--- src/rtl/bin2seg_pkg.sv ---
// Shared types and constants for the sequential binary-to-7-segment converter.
package bin2seg_pkg;

  typedef enum logic [1:0] {IDLE, SHIFT, DONE} state_t;

  // Active-high patterns, bit order g..a
  localparam logic [6:0] SEG_LUT [0:9] = '{
    7'h3F, 7'h06, 7'h5B, 7'h4F, 7'h66,
    7'h6D, 7'h7D, 7'h07, 7'h7F, 7'h6F
  };
  localparam logic [6:0] SEG_DASH  = 7'h40;
  localparam logic [6:0] SEG_BLANK = 7'h00;

  function automatic int clog2(input int n);
    int r;
    r = 0;
    while ((1 << r) < n) r++;
    return r;
  endfunction

endpackage

--- src/rtl/seg7_encode.sv ---
// One BCD digit to 7-segment pattern, with dash/blank override and polarity select.
module seg7_encode
  import bin2seg_pkg::*;
(
  input  logic [3:0] digit,
  input  logic       blank,
  input  logic       dash,
  input  logic       act_low,
  output logic [6:0] seg
);

  logic [6:0] pat;

  always_comb begin
    pat = SEG_BLANK;
    if (dash)
      pat = SEG_DASH;
    else if (!blank && digit < 4'd10)
      pat = SEG_LUT[digit];
    seg = act_low ? ~pat : pat;
  end

endmodule

--- src/rtl/bin2seg_seq.sv ---
// Iterative double-dabble converter: one input bit per clock, registered BCD,
// 7-segment patterns with leading-zero blanking and overflow dashes.
module bin2seg_seq
  import bin2seg_pkg::*;
#(
  parameter int IN_W        = 14,
  parameter int DIGITS      = 5,
  parameter int BLANK_LZ    = 1,
  parameter int SEG_ACT_LOW = 1
) (
  input  logic                  clk,
  input  logic                  reset_n,
  input  logic                  in_valid,
  output logic                  in_ready,
  input  logic [IN_W-1:0]       in_data,
  output logic                  busy,
  output logic                  out_valid,
  output logic [4*DIGITS-1:0]   bcd,
  output logic [7*DIGITS-1:0]   seg,
  output logic                  overflow
);

  localparam int         CNT_W   = (IN_W > 1) ? clog2(IN_W) : 1;
  localparam logic [6:0] SEG_OFF = (SEG_ACT_LOW != 0) ? ~SEG_BLANK : SEG_BLANK;

  state_t                   state, state_nxt;
  logic [IN_W-1:0]          shreg;
  logic [DIGITS-1:0][3:0]   scr, scr_adj;
  logic [CNT_W-1:0]         cnt;
  logic                     ovf_st;
  logic [DIGITS-1:0]        blank;
  logic [DIGITS-1:0][6:0]   seg_nxt;

  always_ff @(posedge clk) begin
    if (!reset_n) state <= IDLE;
    else          state <= state_nxt;
  end

  always_comb begin
    state_nxt = state;
    in_ready  = 1'b0;
    busy      = 1'b0;
    case (state)
      IDLE: begin
        in_ready = 1'b1;
        if (in_valid) state_nxt = SHIFT;
      end
      SHIFT: begin
        busy = 1'b1;
        if (cnt == '0) state_nxt = DONE;
      end
      DONE: begin
        busy      = 1'b1;
        state_nxt = IDLE;
      end
      default: state_nxt = IDLE;
    endcase
  end

  always_comb begin
    for (int k = 0; k < DIGITS; k++)
      scr_adj[k] = (scr[k] >= 4'd5) ? scr[k] + 4'd3 : scr[k];
  end

  // A digit is blanked only if it and every digit above it are zero
  for (genvar k = 0; k < DIGITS; k++) begin : g_dig
    if (k == 0) begin : g_units
      assign blank[k] = 1'b0;
    end else begin : g_upper
      assign blank[k] = (BLANK_LZ != 0) && (scr[DIGITS-1:k] == '0);
    end
    seg7_encode u_enc (
      .digit   (scr[k]),
      .blank   (blank[k]),
      .dash    (ovf_st),
      .act_low (SEG_ACT_LOW != 0),
      .seg     (seg_nxt[k])
    );
  end

  always_ff @(posedge clk) begin
    if (!reset_n) begin
      shreg     <= '0;
      scr       <= '0;
      cnt       <= '0;
      ovf_st    <= 1'b0;
      bcd       <= '0;
      seg       <= {DIGITS{SEG_OFF}};
      overflow  <= 1'b0;
      out_valid <= 1'b0;
    end else begin
      out_valid <= 1'b0;
      case (state)
        IDLE: if (in_valid) begin
          shreg  <= in_data;
          scr    <= '0;
          ovf_st <= 1'b0;
          cnt    <= CNT_W'(IN_W - 1);
        end
        SHIFT: begin
          {scr, shreg} <= {scr_adj, shreg} << 1;
          if (scr_adj[DIGITS-1][3]) ovf_st <= 1'b1;
          if (cnt != '0) cnt <= cnt - 1'b1;
        end
        DONE: begin
          bcd       <= scr;
          seg       <= seg_nxt;
          overflow  <= ovf_st;
          out_valid <= 1'b1;
        end
        default: ;
      endcase
    end
  end

endmodule
--- config.mk ---
export PLATFORM = sky130hd
export DESIGN_NAME = bin2seg_seq
export DESIGN_NICKNAME = d
export VERILOG_FILES = /design/src/rtl/bin2seg_pkg.sv /design/src/rtl/seg7_encode.sv /design/src/rtl/bin2seg_seq.sv
export SDC_FILE = /design/constraint.sdc
export NUM_CORES = 1
export LEC_CHECK = 0
export BUFFER_PORTS_ARGS = -buffer_cell sky130_fd_sc_hd__buf_2
export CORE_MARGIN = 5
export CORE_UTILIZATION = 57
export DETAILED_ROUTE_END_ITERATION = 8
export PLACE_DENSITY_LB_ADDON = 0.12
export SYNTH_ARGS = -nofsm -noshare
export SYNTH_HDL_FRONTEND = slang
export SYNTH_SLANG_ARGS = --single-unit
--- constraint.sdc ---
create_clock -name clk -period 2.06 [get_ports clk]
set_clock_uncertainty 0.1 [all_clocks]
set_input_delay 0.103 -clock clk [delete_from_list [all_inputs] [get_ports clk]]
set_output_delay 0.103 -clock clk [all_outputs]
set_load 0.01 [all_outputs]
==> impl_metrics.yaml, run 1 <==
run_status:
  result_of_the_run: "completed"
pwr:
  power_switching_mw: 1.887
  intPower_mw: 3.541
  power.clock.fraction_pct: 23.7
  cellPowerDensity_nw_per_um2: 917.9
  seq_power_share_pct: 42.3
  power.static_leakage_nw: 2.431
  comb_power_share_pct: 34.0
  swShare_pct: 34.76
  ir_worst_vdd_mv: 0.6903
  power_mw: 5.427
yosys:
  dominantRegCellSynth: "sky130_fd_sc_hd__dfxtp_1"
  post_synth_num_cell_types: 51
  synth_sequential_area_ratio_pct: 39.98
  synth-warning-count: 0
  synth_enable_flop_cells: 0
  synthesis.area_um2: 4907
  post_synth_main_area_contributors: "sky130_fd_sc_hd__dfxtp_1, sky130_fd_sc_hd__mux2i_1, sky130_fd_sc_hd__ha_1"
  post-synth-top-area-cell: "sky130_fd_sc_hd__dfxtp_1"
  syn_inst: 547
  asyncSetResetFlopFracSynth_pct: 0
  yosys_register_bits: 98
  nets_in_the_synthesized_netlist: 596
  synthDominantCellAreaShare_pct: 39.98
  avgSynthCellArea_um2: 8.971
sta:
  slew-limit-headroom_pct: 55.40
  setup_viol: 0
  worst_pin_slew_ns: 0.6681
  unrepaired_setup_endpoints_after_global_routing: "false"
  setup-tns-final_ns: 0
  max_slew_violations: 0
  whs_ns: 0.02335
  worst_slack_ns: 0.1269
  period_minus_slack_ns: 1.933
  finalCritPeriodShare_pct: 93.84
  fmax_mhz: 517.3
  report.final.hold_viol_count: 0
final_layout:
  nFillCells: 648
  layout.cells.non_filler: 760
  combined_area_of_the_multi_input_logic_cells_um2: 2723
  drive_above_1_share_pct: 21.68
  regArea_um2: 1962
  layout.cells.most_common_list: "sky130_fd_sc_hd__dfxtp_1, sky130_fd_sc_hd__buf_2, sky130_fd_sc_hd__nor2_1"
  nets: 700
  layout_commonest_cell: "sky130_fd_sc_hd__dfxtp_1"
  area_delta_synth_final_pct: 20.50
  antenna_cells_inserted: 0
grt:
  largest_net_degree_at_the_start_of_global_routing: 27
  grt_antenna_before_repair: 0
  grt_overflow_total: 0
  wire_length_of_the_first_global_routing_pass_um: 19780
  grt_pass1_vias: 4189
  groute.usage.overall_pct: 23.33
floorplanning:
  die_w_um: 102.8
  design.die.area_um2: 10560
  coreArea_um2: 8299
  die_h_um: 102.8
  pin_count: 76
  rows: 33
  effective_utilization_at_floorplan_pct: 59.13
placed_design:
  dpl_worst_slack_ns: 0.1346
  hpwlAfterDp_um: 8452
  gpl.final_weighted_congestion: 0.8267
  place.port_buffers: 75
  cell_count_after_placement: 731
clock_network:
  cts_clk_pin_slew_worst_paths_ns: 0.09
  tritoncts: "done"
  cts_inserted_buffers: 9
  h-tree-depth: 3
  clock_tree.buffer_depth: 2
  clock_insertion_delay_worst_skew_ns: 0.37
  ctsRootBufferMaster: "sky130_fd_sc_hd__clkbuf_8"
  cts_sinks: 98
  cts.repair_timing.setup_buffer_count: 0
critical_path:
  critical_path.cell_chain: "inv_1, ha_1, buf_4, or2b_1, or3b_2, a21oi_1, o221a_2"
  worst_ep_arrival_time_ns: 2.15
  timing.setup.critical_path_class: "flip-flop to flip-flop"
  setup.worst_path.start_class: "flip-flop"
  crit_slowest_cell: "sky130_fd_sc_hd__or3b_2"
  worstSetupEndpointType: "flip-flop"
  worst_path_largest_cell_delay_ns: 0.44
  path_max_fanout: 7
  cp.required_ns: 2.27
  cp_top_family: "simple AND/OR/NAND/NOR gates"
  cp_num_buf_inv: 2
worst_hold_path:
  hp-class: "primary input to flip-flop"
routing:
  route.vias.total: 4293
  wl_per_cell_um: 15.68
  drt_drc_violations_left: 0
  drt_wl_total_um: 11910
  final_antenna_net_count: 0
  met1_length_um: 5318
  routed-wl-met3_um: 519
  drt_iter0_markers: 166
  dr.pass1.iters: 4
  met2_wirelength_um: 5871
  vias_per_cell: 5.649
  topRoutingLayerUsed: "met4"
job:
  timing.max_cap.violations: 0
[cells in the mapped netlist (all sizes together), types with 2 or more instances]
| cell type | count |
|---|---|
| mux2 | 2 |
| o22a | 18 |
| xnor2 | 7 |
| a221o | 5 |
| o31ai | 3 |
| o21a | 6 |
| mux2i | 41 |
| nor4 | 2 |
| clkbuf | 23 |
| nor3b | 2 |
| xor2 | 2 |
| a32o | 3 |
| or3b | 2 |
| a31oi | 5 |
| inv | 23 |
| nand2 | 32 |
| a211oi | 14 |
| o221a | 2 |
| nand3 | 14 |
| ha | 32 |
| a21oi | 34 |
| buf | 12 |
| dfxtp | 98 |
| a22oi | 4 |
| nor2 | 67 |
| o21ai | 27 |
| o41ai | 2 |
| o22ai | 7 |
| nand2b | 20 |
| o2111ai | 4 |
| nor3 | 9 |
| nor2b | 10 |
| and2 | 3 |
[worst paths after layout]
path	cells after the start	end	slack, ns	start
min reg2reg	2	bcd[18]$_SDFFE_PN0P_	0.36	bcd[18]$_SDFFE_PN0P_
min	3	shreg[7]$_SDFFE_PN0P_	0.02	in_data[7]
max	7	ovf_st$_SDFFE_PN0P_	0.13	scr[17]$_SDFFE_PN0P_
max reg2reg	7	ovf_st$_SDFFE_PN0P_	0.13	scr[17]$_SDFFE_PN0P_
[area by class of cell]
type | count | area share [%]
clock inverters | 4 | 0.8675
flip-flops and latches | 98 | 33.18
well taps | 105 | 2.222
clock buffers | 11 | 2.560
multi-input cells | 391 | 46.04
repair buffers | 128 | 13.67
inverters | 23 | 1.460
[kinds of logic (layout without fill, tap and decap cells)]
kind of cell	after synthesis	in the layout	synth area share, %
AND/OR/NAND/NOR	166	166	16.60
AO/OA/AOI/OAI	141	141	20.24
flip-flops	98	98	39.98
buffers and inverters	58	166	4.589
multiplexers	43	43	8.822
adder cells (fa/ha/maj)	32	32	8.159
XOR/XNOR	9	9	1.606
[sequential cells by signal, summed over array words and instances, names as in the netlist]
| name | flops |
|---|---|
| state | 2 |
| ovf_st | 1 |
| scr | 20 |
| seg | 35 |
| overflow | 1 |
| shreg | 14 |
| cnt | 4 |
| bcd | 20 |
| out_valid | 1 |
[through the flow]
| step | util [%] | cell area [um2] |
|---|---|---|
| detailed placement | 67.09 | 5568 |
| global route | 71.25 | 5913 |
| CTS | 71.22 | 5911 |
| floorplan | - | 4907 |
| global placement | 67.09 | 5568 |
| finish | 71.25 | 5913 |
[per-layer routing]
metal  global-route usage, %  up-vias
met2                   40.57       99
met1                   29.54     2038
met5                       0        -
met4                   7.968        0
li1                        -     2137
met3                   3.518       19
[what timing repair did]
action,CTS,global route
hold buffers,14,0
hold endpoints to repair,24,0
endpoints found under the setup margin,0,13
gates resized for setup,0,1
[power by group through the flow]
stage	Sequential, mW	Clock, mW	Combinational [mW]
CTS	2.29	1.31	1.83
global route	2.32	1.40	2.01
floorplan	2.34	0	1.19
detailed placement	2.33	0	1.80
global placement	2.32	0	1.74
finish	2.30	1.29	1.84
[worst min-delay path, cell delays in order]
cell and delay (ns):
sky130_fd_sc_hd__buf_2 0.09, sky130_fd_sc_hd__mux2i_1 0.15, sky130_fd_sc_hd__a211oi_1 0.10
Note: power is estimated with default switching activity, not from simulation.
==> run 2, diff against run 1 <==
ABC_AREA = 1   (was not set)
PLACE_DENSITY = 0.8   (was not set)
PLACE_DENSITY_LB_ADDON = not set   (was 0.12)
==> run 2 against run 1 <==
  * Count of clock-buffer cells in the layout is 1 lower
  * Combinational power rose by 45%
  * Register-to-register slack gained 0.05 ns
  * Global-route usage up 0.11 points
  * Maximum frequency increased by 2.7%
  * Synthesized cell count rose by 26%
  * Non-clock buffer count decreased by 27
  * First-iteration DRC count up 110%
  * Critical endpoint is now seg[17]$_SDFFE_PN1P_
==> impl_metrics.yaml, run 2 <==
sta:
  worst_pin_slew_ns: 0.5895
  setup-tns-final_ns: 0
  whs_ns: 0.02626
  slew-limit-headroom_pct: 60.70
  fmax_mhz: 531.1
  max_slew_violations: 0
  report.final.hold_viol_count: 0
  finalCritPeriodShare_pct: 91.40
  period_minus_slack_ns: 1.883
  unrepaired_setup_endpoints_after_global_routing: "false"
  setup_viol: 0
yosys:
  synthDominantCellAreaShare_pct: 39.58
  post_synth_num_cell_types: 30
  synth_enable_flop_cells: 0
  syn_inst: 688
  synth.most_common_cell: "sky130_fd_sc_hd__nand2_1"
  synth_commonest_cells: "sky130_fd_sc_hd__nand2_1, sky130_fd_sc_hd__dfxtp_1, sky130_fd_sc_hd__o21ai_0"
  yosys_register_bits: 98
  synthesis.area_um2: 4957
  post_synth_main_area_contributors: "sky130_fd_sc_hd__dfxtp_1, sky130_fd_sc_hd__nand2_1, sky130_fd_sc_hd__o21ai_0"
  synth_sequential_area_ratio_pct: 39.58
  post-synth-top-area-cell: "sky130_fd_sc_hd__dfxtp_1"
  avgSynthCellArea_um2: 7.205
  nets_in_the_synthesized_netlist: 737
  dominantRegCellSynth: "sky130_fd_sc_hd__dfxtp_1"
  asyncSetResetFlopFracSynth_pct: 0
  synth-warning-count: 0
critical_path:
  cp.required_ns: 2.22
  setup.worst_path.start_class: "flip-flop"
  worst_r2r_startpoint: "scr[12]$_SDFFE_PN0P_"
  reg2reg_capture_point: "seg[17]$_SDFFE_PN1P_"
  r2r.worst_path.cells: 8
  worstSetupEndpointType: "flip-flop"
  timing.reg2reg.setup_slack_ns: 0.18
  critical_path.cell_chain: "inv_1, ha_1, nand2_2, nor2_1, nand3_1, nand2_2, o21ai_0, nand2_1"
  timing.setup.critical_path_class: "flip-flop to flip-flop"
  worst_path_most_repeated_cell: "sky130_fd_sc_hd__nand2_2"
  crit_slowest_cell: "sky130_fd_sc_hd__dfxtp_1"
  path_max_fanout: 8
  worst_path_largest_cell_delay_ns: 0.49
  worst_ep_arrival_time_ns: 2.04
floorplanning:
  die_w_um: 103.3
  effective_utilization_at_floorplan_pct: 57.69
  coreArea_um2: 8593
  design.die.area_um2: 10660
  die_h_um: 103.3
  rows: 34
  pin_count: 76
clock_network:
  cts_inserted_buffers: 9
  h-tree-depth: 3
  cts_sinks: 98
  tritoncts: "done"
  ctsRootBufferMaster: "sky130_fd_sc_hd__clkbuf_8"
  clock_tree.buffer_depth: 2
  postCtsHoldBufs: 14
  cts.repair_timing.setup_buffer_count: 0
  cts_repair_resize_count: 0
  clock_insertion_delay_worst_skew_ns: 0.37
  cts_clk_pin_slew_worst_paths_ns: 0.10
placed_design:
  hpwlAfterDp_um: 8288
  gpl.final_weighted_congestion: 0.9412
  place.port_buffers: 75
final_layout:
  drive_above_1_share_pct: 16.43
  registers.top_by_ff_count: "seg"
  antenna_cells_inserted: 0
  layout.cells.most_common_list: "sky130_fd_sc_hd__nand2_1, sky130_fd_sc_hd__dfxtp_1, sky130_fd_sc_hd__o21ai_0"
  nets: 811
  layout_top_registers: "seg (35), bcd (20), scr (20)"
  layout_commonest_cell: "sky130_fd_sc_hd__nand2_1"
  largest_reg_flops: 35
  nFillCells: 785
  area_delta_synth_final_pct: 14.49
routing:
  drt_drc_violations_left: 0
  dr.pass1.iters: 5
  route.vias.total: 4853
  drt_iter0_markers: 354
  vias_per_cell: 5.546
  final_antenna_net_count: 0
  wl_per_cell_um: 13.68
  drt_wl_total_um: 11970
worst_hold_path:
  hp-class: "primary input to flip-flop"
  hold_path_depth: 3
  timing.hold.worst_endpoint: "bcd[15]$_SDFFE_PN0P_"
  min_from: "reset_n"
run_status:
  result_of_the_run: "completed"
grt:
  grt_antenna_before_repair: 0
  grt_overflow_total: 0
  wire_length_of_the_first_global_routing_pass_um: 20310
  grt_pass1_vias: 4491
  largest_net_degree_at_the_start_of_global_routing: 57
  groute.usage.overall_pct: 23.45
pwr:
  power.static_leakage_nw: 2.523
  ir_worst_vdd_mv: 0.8014
  cellPowerDensity_nw_per_um2: 1164
job:
  timing.max_cap.violations: 0
==> run 2: cell count changes after synthesis, moves of 9 or more <==
cell / delta
sky130_fd_sc_hd__mux2i_1: -41
sky130_fd_sc_hd__o21ai_0: +57
sky130_fd_sc_hd__nor2_1: -48
sky130_fd_sc_hd__a31oi_1: +12
sky130_fd_sc_hd__nand3_1: +46
sky130_fd_sc_hd__buf_2: +9
sky130_fd_sc_hd__o22a_1: -18
sky130_fd_sc_hd__nor2b_1: -10
sky130_fd_sc_hd__a21oi_1: +42
sky130_fd_sc_hd__inv_1: +21
sky130_fd_sc_hd__clkbuf_1: -10
sky130_fd_sc_hd__a211oi_1: -12
sky130_fd_sc_hd__nand2_1: +147
sky130_fd_sc_hd__nand2b_1: -20
==> run 2: kinds of logic (layout without fill, tap and decap cells) <==
| group | Yosys count | after routing | synth area share [%] |
|---|---|---|---|
| buffers and inverters | 92 | 171 | 8.581 |
| AO/OA/AOI/OAI | 190 | 190 | 19.99 |
| flip-flops | 98 | 98 | 39.58 |
| adder cells (fa/ha/maj) | 32 | 32 | 8.077 |
| AND/OR/NAND/NOR | 276 | 276 | 23.78 |
==> run 2: where the power goes <==
part           switching, mW  internal, mW
clock                  0.674         0.566
sequential             0.284          2.42
combinational           1.69         0.970
==> run 2: cell type report <==
cell class	count	area, um2	area share [%]
clock buffers	10	127.6	2.249
clock inverters	6	65.06	1.146
inverters	54	207.7	3.660
multi-input cells	498	2572	45.33
flip-flops and latches	98	1962	34.57
well taps	108	135.1	2.381
repair buffers	101	605.6	10.67
==> run 2: layer usage <==
layer | vias to the layer above | track usage (%) | routed length [um]
met3 | 25 | 3.152 | 755
met4 | 0 | 9.861 | 284
met2 | 183 | 37.94 | 5407
li1 | 2438 | - | -
met1 | 2207 | 31.59 | 5527
met5 | - | 0 | 0
==> run 2: how the worst max path moves through the flow <==
| stage | from | end |
|---|---|---|
| after CTS | scr[12]$_SDFFE_PN0P_ | seg[17]$_SDFFE_PN1P_ |
| after detailed placement | scr[12]$_SDFFE_PN0P_ | seg[17]$_SDFFE_PN1P_ |
| final | scr[12]$_SDFFE_PN0P_ | seg[17]$_SDFFE_PN1P_ |
| after global routing | scr[12]$_SDFFE_PN0P_ | seg[17]$_SDFFE_PN1P_ |
| after floorplan | scr[12]$_SDFFE_PN0P_ | seg[25]$_SDFFE_PN1P_ |
| after global placement | scr[12]$_SDFFE_PN0P_ | seg[17]$_SDFFE_PN1P_ |
==> run 2: critical path: cells and delay by family, from the launching register on <==
kind | cells | cell delay (ns)
simple gates | 5 | 0.55
flops | 1 | 0.49
fa+ha+maj | 1 | 0.29
compound gates | 1 | 0.20
buf+inv | 1 | 0.15
==> run 2: per-stage QoR <==
stage	setup WS [ns]	instances	instance area, um2	power, mW	util (%)
2_1_floorplan	0.5554	688	4957	4.569	-
3_3_place_gp	0.2749	845	5343	5.271	62.17
3_5_place_dp	0.2020	845	5343	5.357	62.17
4_1_cts	0.1888	875	5675	6.633	66.05
5_1_grt	0.01565	875	5675	7.117	66.05
6_report	0.1771	875	5675	6.604	66.05
==> run 3, diff against run 2 <==
clock period = 2.15 ns   (was 2.06 ns; I/O delays follow)
==> run 3 against run 2 <==
  * Core utilization fell by 0.058 points
  * First-iteration DRC count down 25%
  * Clock power about the same
  * Non-clock buffer count shrank 2
  * Cell count down 0.34%
  * Die area unchanged
  * Largest power group unchanged
  * Highest routed layer unchanged
==> impl_metrics.yaml, run 3 (synthesis results as in run 2) <==
pwr:
  ir_worst_vdd_mv: 0.8861
  power.static_leakage_nw: 2.517
  cellPowerDensity_nw_per_um2: 1120
clock_network:
  cts_repair_resize_count: 0
  cts_inserted_buffers: 9
  ctsRootBufferMaster: "sky130_fd_sc_hd__clkbuf_8"
  cts_clk_pin_slew_worst_paths_ns: 0.09
  clock_tree.buffer_depth: 2
  clock_insertion_delay_worst_skew_ns: 0.36
  h-tree-depth: 3
  cts_sinks: 98
  tritoncts: "done"
  postCtsHoldBufs: 14
  cts.repair_timing.setup_buffer_count: 0
worst_hold_path:
  timing.hold.worst_endpoint: "seg[1]$_SDFFE_PN1P_"
  hold_path_depth: 2
  min_from: "reset_n"
  hp-class: "primary input to flip-flop"
placed_design:
  dpl_cell_area_um2: 5328
  place.port_buffers: 75
  dpl_worst_slack_ns: 0.3952
  gpl.final_weighted_congestion: 0.9381
  hpwlAfterDp_um: 8243
  cell_count_after_placement: 843
routing:
  drt_drc_violations_left: 0
  vias_per_cell: 5.458
  drt_iter0_markers: 266
  drt_wl_total_um: 12010
  route.vias.total: 4759
  dr.pass1.iters: 5
  wl_per_cell_um: 13.77
  final_antenna_net_count: 0
critical_path:
  path_max_fanout: 8
  timing.reg2reg.setup_slack_ns: 0.36
  timing.setup.critical_path_class: "flip-flop to flip-flop"
  r2r.worst_path.cells: 10
  worst_ep_arrival_time_ns: 1.91
  cp.required_ns: 2.28
  worstSetupEndpointType: "flip-flop"
  reg2reg_capture_point: "cnt[2]$_SDFFE_PN0P_"
  setup.worst_path.start_class: "flip-flop"
  worst_r2r_startpoint: "state[1]$_SDFFE_PN0P_"
sta:
  unrepaired_setup_endpoints_after_global_routing: "false"
  worst_pin_slew_ns: 0.5794
  setup_viol: 0
  whs_ns: 0.02541
  max_slew_violations: 0
  worst_slack_ns: 0.3640
  slew-limit-headroom_pct: 61.37
  report.final.hold_viol_count: 0
  period_minus_slack_ns: 1.786
  fmax_mhz: 559.9
  finalCritPeriodShare_pct: 83.07
  setup-tns-final_ns: 0
floorplanning:
  die_w_um: 103.3
  rows: 34
  design.die.area_um2: 10660
  pin_count: 76
  coreArea_um2: 8593
  die_h_um: 103.3
  effective_utilization_at_floorplan_pct: 57.69
final_layout:
  largest_reg_flops: 35
  antenna_cells_inserted: 0
  drive_above_1_share_pct: 16.23
  layout_top_registers: "seg (35), bcd (20), scr (20)"
  final_cell_area_um2: 5670
  layout_commonest_cell: "sky130_fd_sc_hd__nand2_1"
  layout.cells.non_filler: 872
  nFillCells: 746
  nets: 809
  registers.top_by_ff_count: "seg"
  area_delta_synth_final_pct: 14.39
  layout.cells.most_common_list: "sky130_fd_sc_hd__nand2_1, sky130_fd_sc_hd__dfxtp_1, sky130_fd_sc_hd__o21ai_0"
run_status:
  result_of_the_run: "completed"
grt:
  grt_antenna_before_repair: 0
  grt_pass1_vias: 4348
  groute.usage.overall_pct: 23.02
  grt_overflow_total: 0
  largest_net_degree_at_the_start_of_global_routing: 57
  wire_length_of_the_first_global_routing_pass_um: 19820
job:
  timing.max_cap.violations: 0
[run 3: changes by cell type in the layout (fill, tap and decap cells not counted)]
| cell | before | now |
|---|---|---|
| sky130_fd_sc_hd__clkbuf_8 | 9 | 11 |
| sky130_fd_sc_hd__clkinv_4 | 0 | 1 |
| sky130_fd_sc_hd__inv_6 | 3 | 1 |
| sky130_fd_sc_hd__clkinv_2 | 2 | 1 |
| sky130_fd_sc_hd__clkbuf_1 | 1 | 0 |
| sky130_fd_sc_hd__buf_4 | 12 | 10 |
[run 3: power by group]
part	internal (mW)	switching [mW]
registers	2.32	0.270
clock network	0.595	0.626
logic	0.910	1.63
[run 3: layout make-up]
type / instances / area [um2] / area share [%]
Inverter: 54 / 207.7 / 3.663
Sequential cell: 98 / 1962 / 34.60
Clock inverter: 4 / 51.30 / 0.9047
Tap cell: 108 / 135.1 / 2.383
Timing Repair Buffer: 99 / 590.6 / 10.41
Multi-Input combinational cell: 498 / 2572 / 45.37
Clock buffer: 11 / 151.4 / 2.670
[run 3: metrics by stage]
step	power (mW)	util (%)
finish	6.348	65.99
global route	6.822	65.99
CTS	6.379	65.99
detailed placement	5.131	62.00
global placement	5.044	62.00
floorplan	4.377	-
[run 3: how the worst max path moves through the flow]
stage | from | to
4_1_cts | state[0]$_SDFFE_PN0P_ | seg[2]$_SDFFE_PN1P_
5_1_grt | scr[9]$_SDFFE_PN0P_ | scr[10]$_SDFFE_PN0P_
2_1_floorplan | scr[12]$_SDFFE_PN0P_ | seg[25]$_SDFFE_PN1P_
3_5_place_dp | state[0]$_SDFFE_PN0P_ | seg[2]$_SDFFE_PN1P_
3_3_place_gp | state[0]$_SDFFE_PN0P_ | cnt[2]$_SDFFE_PN0P_
6_report | state[1]$_SDFFE_PN0P_ | cnt[2]$_SDFFE_PN0P_
[run 3: worst max-delay path, cell delays in order, from the launching register on]
cell,delay [ns]
sky130_fd_sc_hd__dfxtp_1,0.35
sky130_fd_sc_hd__inv_1,0.10
sky130_fd_sc_hd__ha_1,0.25
sky130_fd_sc_hd__inv_1,0.09
sky130_fd_sc_hd__nand2_1,0.05
sky130_fd_sc_hd__nand2_1,0.25
sky130_fd_sc_hd__nand2_1,0.16
sky130_fd_sc_hd__nand2_2,0.14
sky130_fd_sc_hd__nand2_1,0.06
sky130_fd_sc_hd__nand2_1,0.05
sky130_fd_sc_hd__a21oi_1,0.05
[run 3: layer usage]
metal | share of wire, % | GRT usage [%] | routed length, um | vias up
li1 | - | - | - | 2431
met1 | 44 | 30.20 | 5341 | 2142
met2 | 46 | 37.94 | 5550 | 166
met3 | 7.2 | 3.823 | 870 | 20
met4 | 2.0 | 9.064 | 244 | 0
met5 | 0 | 0 | 0 | -
